--- config.mk ---
export PLATFORM = sky130hd
export DESIGN_NAME = matrix_key_scan
export DESIGN_NICKNAME = d
export VERILOG_FILES = /design/src/rtl/matrix_key_pkg.sv /design/src/rtl/matrix_key_scan_debounce.sv /design/src/rtl/matrix_key_scan.sv
export SDC_FILE = /design/constraint.sdc
export NUM_CORES = 1
export LEC_CHECK = 0
export CAP_MARGIN = 20
export CORE_MARGIN = 10
export CORE_UTILIZATION = 60
export CTS_BUF_LIST = sky130_fd_sc_hd__clkbuf_8
export CTS_CLUSTER_DIAMETER = 120
export DETAILED_ROUTE_END_ITERATION = 10
export GPL_TIMING_DRIVEN = 0
export HOLD_SLACK_MARGIN = 0.06
export PLACE_DENSITY = 0.82
export SLEW_MARGIN = 15
export SYNTH_ARGS = -nofsm -noshare
export SYNTH_HDL_FRONTEND = slang
export SYNTH_HIERARCHICAL = 1
export SYNTH_SLANG_ARGS = --single-unit
--- constraint.sdc ---
create_clock -name sys_clk -period 2.85 [get_ports sys_clk]
set_clock_uncertainty 0.15 [all_clocks]
set_input_delay 0.855 -clock sys_clk [delete_from_list [all_inputs] [get_ports sys_clk]]
set_output_delay 0.855 -clock sys_clk [all_outputs]
set_load 0.005 [all_outputs]
--- src/rtl/matrix_key_pkg.sv ---
// rtl/matrix_key_pkg.sv - shared types and helpers for the matrix key scanner
package matrix_key_pkg;

    typedef enum logic [1:0] {
        IDLE = 2'd0,
        SCAN = 2'd1,
        EVAL = 2'd2
    } scan_state_e;

    // Width of a key index for n keys; never narrower than one bit.
    function automatic int key_width(input int n);
        return (n > 1) ? $clog2(n) : 1;
    endfunction

    // Index of the lowest set bit, 0 when the vector is empty.
    function automatic int lowest_set(input logic [63:0] v);
        int idx;
        idx = 0;
        for (int i = 63; i >= 0; i--) begin
            if (v[i]) begin
                idx = i;
            end
        end
        return idx;
    endfunction

endpackage

--- src/rtl/matrix_key_scan_debounce.sv ---
// rtl/matrix_key_scan_debounce.sv - frame capture, whole-frame debounce and key events
module matrix_frame_debounce
    import matrix_key_pkg::*;
#(
    parameter int ROWS     = 4,
    parameter int COLS     = 4,
    parameter int DEBOUNCE = 2,
    localparam int N       = ROWS * COLS,
    localparam int KW      = key_width(ROWS * COLS),
    localparam int RW      = key_width(ROWS)
) (
    input  logic          clk,
    input  logic          rst,
    input  logic          sample_stb,
    input  logic [RW-1:0] sample_row,
    input  logic [COLS-1:0] col,
    input  logic          eval_stb,
    output logic [N-1:0]  key_state,
    output logic          key_valid,
    output logic [KW-1:0] key_code,
    output logic          press_evt,
    output logic [KW-1:0] press_code,
    output logic          release_evt,
    output logic          multi
);

    logic [N-1:0]  raw_q, raw_d;
    logic [N-1:0]  prev_raw_q, prev_raw_d;
    logic [3:0]    stable_q, stable_d;
    logic [N-1:0]  key_state_q, key_state_d;
    logic [N-1:0]  old_state_q, old_state_d;
    logic          key_valid_q, key_valid_d;
    logic [KW-1:0] key_code_q, key_code_d;
    logic          press_evt_q, press_evt_d;
    logic [KW-1:0] press_code_q, press_code_d;
    logic          release_evt_q, release_evt_d;
    logic          multi_q, multi_d;

    // Capture one row of columns per slot, then judge the whole frame at EVAL.
    always_comb begin
        raw_d       = raw_q;
        prev_raw_d  = prev_raw_q;
        stable_d    = stable_q;
        key_state_d = key_state_q;
        if (sample_stb) begin
            raw_d[int'(sample_row) * COLS +: COLS] = ~col;
        end
        if (eval_stb) begin
            if (raw_q == prev_raw_q) begin
                stable_d = (stable_q == 4'(DEBOUNCE)) ? stable_q : stable_q + 4'd1;
            end else begin
                stable_d = 4'd0;
            end
            prev_raw_d = raw_q;
            if ((stable_d == 4'(DEBOUNCE)) && (raw_q != key_state_q)) begin
                key_state_d = raw_q;
            end
        end
    end

    // Edge detect against last cycle's key_state and derive the summary outputs.
    always_comb begin
        logic [N-1:0] newly;
        logic [63:0]  ks64;
        logic [63:0]  nw64;
        newly          = key_state_q & ~old_state_q;
        ks64           = '0;
        nw64           = '0;
        ks64[N-1:0]    = key_state_q;
        nw64[N-1:0]    = newly;
        old_state_d    = key_state_q;
        press_evt_d    = |newly;
        press_code_d   = KW'(lowest_set(nw64));
        release_evt_d  = |(old_state_q & ~key_state_q);
        key_valid_d    = |key_state_q;
        key_code_d     = KW'(lowest_set(ks64));
        multi_d        = (key_state_q & (key_state_q - N'(1))) != '0;
    end

    // State registers with synchronous reset.
    always_ff @(posedge clk) begin
        if (rst) begin
            raw_q         <= '0;
            prev_raw_q    <= '0;
            stable_q      <= '0;
            key_state_q   <= '0;
            old_state_q   <= '0;
            key_valid_q   <= 1'b0;
            key_code_q    <= '0;
            press_evt_q   <= 1'b0;
            press_code_q  <= '0;
            release_evt_q <= 1'b0;
            multi_q       <= 1'b0;
        end else begin
            raw_q         <= raw_d;
            prev_raw_q    <= prev_raw_d;
            stable_q      <= stable_d;
            key_state_q   <= key_state_d;
            old_state_q   <= old_state_d;
            key_valid_q   <= key_valid_d;
            key_code_q    <= key_code_d;
            press_evt_q   <= press_evt_d;
            press_code_q  <= press_code_d;
            release_evt_q <= release_evt_d;
            multi_q       <= multi_d;
        end
    end

    assign key_state   = key_state_q;
    assign key_valid   = key_valid_q;
    assign key_code    = key_code_q;
    assign press_evt   = press_evt_q;
    assign press_code  = press_code_q;
    assign release_evt = release_evt_q;
    assign multi       = multi_q;

endmodule

--- src/rtl/matrix_key_scan.sv ---
// rtl/matrix_key_scan.sv - row scan FSM and slot timing for the key matrix
module matrix_key_scan
    import matrix_key_pkg::*;
#(
    parameter int ROWS     = 4,
    parameter int COLS     = 4,
    parameter int SCAN_DIV = 250000,
    parameter int DEBOUNCE = 2,
    localparam int KW      = key_width(ROWS * COLS)
) (
    input  logic                 sys_clk,
    input  logic                 rst,
    input  logic                 en,
    input  logic [COLS-1:0]      col,
    output logic [ROWS-1:0]      row,
    output logic [ROWS*COLS-1:0] key_state,
    output logic                 key_valid,
    output logic [KW-1:0]        key_code,
    output logic                 press_evt,
    output logic [KW-1:0]        press_code,
    output logic                 release_evt,
    output logic                 multi
);

    localparam int RW = key_width(ROWS);
    localparam int SW = key_width(SCAN_DIV);

    scan_state_e   state_q, state_d;
    logic [RW-1:0] row_idx_q, row_idx_d;
    logic [SW-1:0] slot_q, slot_d;
    logic          sample_stb;
    logic          eval_stb;

    // Next-state logic: walk every row slot, then spend one cycle on EVAL.
    always_comb begin
        state_d    = state_q;
        row_idx_d  = row_idx_q;
        slot_d     = slot_q;
        sample_stb = 1'b0;
        eval_stb   = 1'b0;
        case (state_q)
            IDLE: begin
                row_idx_d = '0;
                slot_d    = '0;
                if (en) begin
                    state_d = SCAN;
                end
            end
            SCAN: begin
                sample_stb = (slot_q == SW'(SCAN_DIV / 2 - 1));
                if (slot_q == SW'(SCAN_DIV - 1)) begin
                    slot_d = '0;
                    if (row_idx_q == RW'(ROWS - 1)) begin
                        row_idx_d = '0;
                        state_d   = EVAL;
                    end else begin
                        row_idx_d = row_idx_q + RW'(1);
                    end
                end else begin
                    slot_d = slot_q + SW'(1);
                end
            end
            EVAL: begin
                eval_stb  = 1'b1;
                row_idx_d = '0;
                slot_d    = '0;
                state_d   = en ? SCAN : IDLE;
            end
            default: begin
                state_d = IDLE;
            end
        endcase
    end

    // FSM, row index and slot counter registers.
    always_ff @(posedge sys_clk) begin
        if (rst) begin
            state_q   <= IDLE;
            row_idx_q <= '0;
            slot_q    <= '0;
        end else begin
            state_q   <= state_d;
            row_idx_q <= row_idx_d;
            slot_q    <= slot_d;
        end
    end

    // Active-low one-hot drive only while scanning.
    always_comb begin
        row = '1;
        if (state_q == SCAN) begin
            row[row_idx_q] = 1'b0;
        end
    end

    matrix_frame_debounce #(
        .ROWS     (ROWS),
        .COLS     (COLS),
        .DEBOUNCE (DEBOUNCE)
    ) u_debounce (
        .clk         (sys_clk),
        .rst         (rst),
        .sample_stb  (sample_stb),
        .sample_row  (row_idx_q),
        .col         (col),
        .eval_stb    (eval_stb),
        .key_state   (key_state),
        .key_valid   (key_valid),
        .key_code    (key_code),
        .press_evt   (press_evt),
        .press_code  (press_code),
        .release_evt (release_evt),
        .multi       (multi)
    );

endmodule
==> impl_metrics.env, run 1 <==
export IMPL_fillers=684
export IMPL_arrival_ps=1750
export IMPL_finalWorstSetupSlack_ps=96.4
export IMPL_routedWlPerCell_microns=15.7
export IMPL_seqCellArea_sq_um=2040
export IMPL_clk_latency_ps=370
export IMPL_yosysMostFrequentCell="nor2_1"
export IMPL_yosysWarnings=6
export IMPL_die_h_microns=112
export IMPL_cp_max_fo=9
export IMPL_finalSetupViolCount=0
export IMPL_antenna_found_initial=0
export IMPL_io_buffers=38
export IMPL_startpoint_type="register"
export IMPL_dieArea_sq_um=12500
export IMPL_dr_pass1_iters=5
export IMPL_grt_pass1_wl_microns=19800
export IMPL_cts_setup_buffers=0
export IMPL_synth_cells=599
export IMPL_grt_overflow_total=0
export IMPL_p_leak_nw=2.17
export IMPL_route_vias_total=4428
export IMPL_synthFlopType="dfxtp_1"
export IMPL_worstPathRequired_ps=1850
export IMPL_synthTopCellsByCount="nor2_1 (107), dfxtp_1 (102), a21oi_1 (47)"
export IMPL_io_pins=39
export IMPL_place_congestion=0.903
export IMPL_worst_slew_pin_slew_ps=717
export IMPL_synth_area_per_cell_sq_um=8.45
export IMPL_drv_cap=0
export IMPL_grt_total_usage_pct=18.3
export IMPL_coreArea_sq_um=8220
export IMPL_min_period_over_period_pct=96.6
export IMPL_hp_class="register to register"
export IMPL_start_util_pct=61.6
export IMPL_status="completed"
export IMPL_ant_nets=0
export IMPL_cts_root_buf="clkbuf_8"
export IMPL_grt_max_degree=18
export IMPL_ir_worst_vdd_uv=307
export IMPL_htree_levels=3
export IMPL_multi_input_area_sq_um=2770
export IMPL_hold_viol_final=0
export IMPL_synth_seq_area_share_pct=40.4
export IMPL_netlist_top_cells_area="dfxtp_1 (40%), nor2_1 (7.9%), mux2i_1 (6.7%)"
export IMPL_synth_area_sq_um=5060
export IMPL_finalHoldWorstSlack_ps=361
export IMPL_drt_wl_total_microns=11900
export IMPL_pwr_density_cell_nw_per_um2=420
export IMPL_pre_cts_slack_ps=-226
export IMPL_fin_nets=667
export IMPL_drt_vias_per_instance=5.84
export IMPL_postCtsHoldBufs=0
export IMPL_synth_fp_nets=618
export IMPL_rsz0062_at_grt="false"
export IMPL_drive_above_1_share_pct=7.04
export IMPL_ys_ff_latch=102
export IMPL_fin_crit_ps=2750
export IMPL_placementRows=33
export IMPL_drtIter0Drc=227
export IMPL_die_w_microns=112
export IMPL_drc=0
export IMPL_clock_fmax_mhz=363
export IMPL_slew_headroom_pct=52.2
export IMPL_maxSlewViolCount=0
export IMPL_num_antenna_cells=0
export IMPL_tritoncts="yes"
export IMPL_synth_edf_count=0
export IMPL_grt_pass1_vias=4206
export IMPL_yosys_area_top_type="dfxtp_1"
export IMPL_yosysTopAreaCellShare_pct=40.4
export IMPL_cts_num_sinks=102
export IMPL_cts_buffers=9
export IMPL_async_flop_share_pct=0
export IMPL_areaGrowthSynthToFinish_pct=14.3
export IMPL_clk_pin_slew_ps=100
export IMPL_ys_types=61
export IMPL_crit_type="register to output port"
export IMPL_endpoint_kind="output port"
export IMPL_cts_max_path_buffers=2
export IMPL_dp_hpwl_microns=8730
stage by stage:
step	instances	TNS, ps	cell area (sq um)	power (mW)	util, %
floorplan	599	0	5060	1.50	-
global placement	742	-1020	5570	1.52	67.8
detailed placement	742	-2150	5570	1.53	67.8
CTS	758	0	5780	2.44	70.3
global route	758	0	5790	2.51	70.4
finish	758	0	5790	2.43	70.4
cell usage in the layout, fill, tap and decap left out, drive strengths merged, types with 2 or more instances in the layout:
cell / Yosys / routed
nor4: 10 / 10
nand4: 17 / 17
o311ai: 2 / 2
and3: 5 / 5
inv: 27 / 29
o21bai: 2 / 2
ha: 12 / 12
dfxtp: 102 / 102
nand2b: 9 / 9
clkbuf: 15 / 25
clkinvlp: 0 / 2
nor2: 107 / 107
a211oi: 3 / 3
a221oi: 3 / 3
buf: 15 / 15
and4: 4 / 4
or2: 2 / 2
maj3: 3 / 3
nand3: 7 / 7
nand2: 35 / 35
a21o: 3 / 3
o21ai: 20 / 20
clkdlybuf4s50: 0 / 38
mux2i: 34 / 34
and4bb: 2 / 2
a31oi: 5 / 5
nor4b: 4 / 4
o221ai: 2 / 2
xor2: 19 / 19
o22ai: 4 / 4
or4: 3 / 3
nor2b: 19 / 19
or3: 5 / 5
a21oi: 48 / 48
nor3b: 2 / 2
xnor2: 19 / 19
nor3: 18 / 18
o32ai: 2 / 2
what timing repair did:
item / in CTS / in global routing
gates resized for setup: 0 / 3
setup endpoints to repair: 0 / 19
endpoints found under the hold margin: 0 / 0
kinds of logic after synthesis:
family	count (synthesis)	synth area share, %
AO/OA/AOI/OAI	101	11.8
AND/OR/NAND/NOR	251	25.6
multiplexers	35	6.95
flip-flops	102	40.4
XOR/XNOR	38	6.58
adder cells (fa/ha/maj)	15	3.56
buffers and inverters	57	5.09
registers in the layout, summed over array words and instances, names as in the netlist:
signal,count
u_debounce/old_state_q,16
u_debounce/key_valid,1
state_q,2
u_debounce/release_evt,1
u_debounce/press_evt,1
u_debounce/multi,1
slot_q,18
u_debounce/key_state,16
u_debounce/press_code,4
u_debounce/stable_q,4
u_debounce/raw_q,16
row_idx_q,2
u_debounce/prev_raw_q,16
u_debounce/key_code,4
power by group:
part | leakage, nW | internal [mW] | switching (mW)
registers | 0.822 | 1.43 | 0.00339
clock network | 0.0993 | 0.435 | 0.504
logic | 1.25 | 0.0219 | 0.0424
total | 2.17 | 1.88 | 0.550
worst max-delay path, stage by stage, from the launching register on:
cell and delay (ps):
dfxtp_1 310, buf_2 160, nor2b_1 340, nand2_1 120
clkdlybuf4s50_1 460
final timing paths:
| check | startpoint | end | slack, ps | depth (start not counted) |
|---|---|---|---|---|
| worst max-delay path | state_q[1] | row[3] | 100 | 4 |
| worst max register to register | slot_q[0] | u_debounce/raw_q[6] | 280 | 9 |
| worst min register to register | slot_q[8] | slot_q[8] | 360 | 2 |
| worst min-delay path | slot_q[8] | slot_q[8] | 360 | 2 |
metal layers:
layer  part of all wire [%]  GRT usage (%)
met2                     47           30.3
met5                      0              0
met3                    7.5           5.31
met1                     44           22.1
met4                    1.4           5.83
final cells by class:
type	instances	area share [%]
buffer	30	2.70
clock buffer	10	2.38
clock inverter	6	1.17
inverter	27	1.75
multi-input combinational	440	47.8
sequential	102	35.3
tap	105	2.27
timing repair buffer	38	6.57
Power figures use the tool's default switching activity.
==> inputs of run 2 (changes only) <==
Settings changed: CORE_ASPECT_RATIO set to 0.8.
==> run 2 against run 1 <==
Via count grew 0.68%; register-to-register slack worse by 60 ps; fmax is 2.3% higher; sequential cell count unchanged; power down 0.80%; die area up 0.18%; critical path depth is the same; worst hold slack better by 17 ps.
==> impl_metrics.env, run 2 (same netlist as run 1, synthesis figures left out) <==
export IMPL_max_stage_delay_ps=470
export IMPL_grt_max_degree=17
export IMPL_largest_reg_flops=18
export IMPL_crit_start="state_q[1]"
export IMPL_dieArea_sq_um=12500
export IMPL_endpoint_kind="output port"
export IMPL_drv_cap=0
export IMPL_top_register="slot_q"
export IMPL_pwr_density_cell_nw_per_um2=417
export IMPL_fin_crit_ps=2690
export IMPL_coreArea_sq_um=8060
export IMPL_drtIter0Drc=437
export IMPL_final_cell_mix="nor2_1 (107), dfxtp_1 (101), a21oi_1 (47), clkdlybuf4s50_1 (38), nand2_1 (35)"
export IMPL_htree_levels=3
export IMPL_dpl_cell_area_sq_um=5580
export IMPL_final_common_cell="nor2_1"
export IMPL_routedWlPerCell_microns=16.0
export IMPL_drt_wl_total_microns=12200
export IMPL_cts_max_path_buffers=2
export IMPL_fin_nets=667
export IMPL_rr_startpoint="slot_q[0]"
export IMPL_grt_total_usage_pct=19.6
export IMPL_rsz0062_at_grt="false"
export IMPL_clk_latency_ps=360
export IMPL_worst_slew_pin_slew_ps=664
export IMPL_crit_family="buffers and inverters"
export IMPL_p_leak_nw=2.17
export IMPL_ir_worst_vdd_uv=460
export IMPL_drive_above_1_share_pct=6.89
export IMPL_drc=0
export IMPL_crit_type="register to output port"
export IMPL_startpoint_type="register"
export IMPL_die_h_microns=102
export IMPL_grt_pass1_wl_microns=20100
export IMPL_finalSetupViolCount=0
export IMPL_slew_headroom_pct=55.6
export IMPL_num_antenna_cells=0
export IMPL_finalHoldWorstSlack_ps=378
export IMPL_io_buffers=38
export IMPL_crit_chain="buf_2 -> nor2b_1 -> nand2_1 -> clkdlybuf4s50_1"
export IMPL_antenna_found_initial=0
export IMPL_cts_root_buf="clkbuf_8"
export IMPL_grt_pass1_vias=4171
export IMPL_cts_num_sinks=102
export IMPL_dp_hpwl_microns=9210
export IMPL_hp_class="register to register"
export IMPL_cp_max_fo=9
export IMPL_dr_pass1_iters=5
export IMPL_worstPathRequired_ps=1850
export IMPL_place_congestion=0.914
export IMPL_clock_fmax_mhz=372
export IMPL_slowest_stage="clkdlybuf4s50_1"
export IMPL_die_w_microns=123
export IMPL_total_power_mw=2.41
export IMPL_ant_nets=0
export IMPL_finalNonFillerCells=761
export IMPL_worstHoldStart="u_debounce/prev_raw_q[0]"
export IMPL_grt_overflow_total=0
export IMPL_status="completed"
export IMPL_areaGrowthSynthToFinish_pct=14.3
export IMPL_clk_pin_slew_ps=100
export IMPL_route_vias_total=4458
export IMPL_maxSlewViolCount=0
export IMPL_placementRows=29
export IMPL_postCtsHoldBufs=0
export IMPL_cts_buffers=9
export IMPL_min_period_over_period_pct=94.4
export IMPL_drt_vias_per_instance=5.86
export IMPL_hold_viol_final=0
export IMPL_worst_path_buf_inv=2
export IMPL_tritoncts="yes"
export IMPL_arrival_ps=1690
export IMPL_post_place_cells=745
export IMPL_start_util_pct=62.8
export IMPL_fin_area_sq_um=5780
export IMPL_io_pins=39
==> run 2: changes by cell type in the layout (fill, tap and decap cells not counted) <==
cell	before	now
nor2_2	1	0
clkinv_4	0	1
clkbuf_2	2	3
inv_6	2	0
inv_1	27	28
clkbuf_1	13	12
nor2_1	106	107
==> run 2: area by class of cell <==
class | count | area [sq um]
Sequential cell | 102 | 2040
Inverter | 27 | 101
Tap cell | 108 | 135
Fill cell | 643 | 2270
Timing Repair Buffer | 38 | 380
Buffer | 30 | 158
Clock inverter | 6 | 62.6
Multi-Input combinational cell | 440 | 2770
Clock buffer | 10 | 138
==> run 2: path summary, 6_finish.rpt <==
kind              cells after the start  slack [ps]                        to
hold / removal                        2         380  u_debounce/prev_raw_q[0]
setup / recovery                      4         160                    row[0]
setup reg to reg                      9         220      u_debounce/raw_q[13]
hold reg to reg                       2         380  u_debounce/prev_raw_q[0]
==> run 2: repair_timing <==
item | in CTS | in global routing
setup buffers | 0 | 0
resized for setup | 0 | 4
endpoints found under the hold margin | 0 | 0
endpoints found under the setup margin | 0 | 19
==> run 2: tightest hold or removal path, cell delays in order, from the launching register on <==
cell,delay [ps]
dfxtp_1,350
mux2i_1,70
nor2_1,80
==> run 2: routing by layer <==
| layer | vias to the layer above | global-route usage (%) | wire length (microns) |
|---|---|---|---|
| met3 | 15 | 4.79 | 785 |
| met4 | 0 | 4.61 | 146 |
| met1 | 2125 | 25.2 | 5480 |
| met5 | - | 0 | 0 |
| met2 | 148 | 32.3 | 5760 |
| li1 | 2170 | - | - |
==> run 2: power by group <==
| group | total (mW) | internal [mW] | switching (mW) | leakage [nW] |
|---|---|---|---|---|
| Combinational | 0.0634 | 0.0218 | 0.0416 | 1.25 |
| Sequential | 1.43 | 1.43 | 0.00349 | 0.822 |
| Clock | 0.920 | 0.427 | 0.493 | 0.0997 |
| Total | 2.41 | 1.88 | 0.538 | 2.17 |
==> run 2: through the flow <==
stage,utilization [%],setup slack (ps),TNS [ps]
after floorplan,-,737,0
after global placement,69.2,-178,-1310
after detailed placement,69.2,-203,-2010
after CTS,71.7,1.37,0
after global routing,71.8,37.3,0
final,71.8,159,0
==> inputs of run 3 (changes only) <==
Settings changed: GPL_ROUTABILITY_DRIVEN set to 0.
==> results of run 3 <==
Final layout, timing and power as in run 2 (identical DEF).
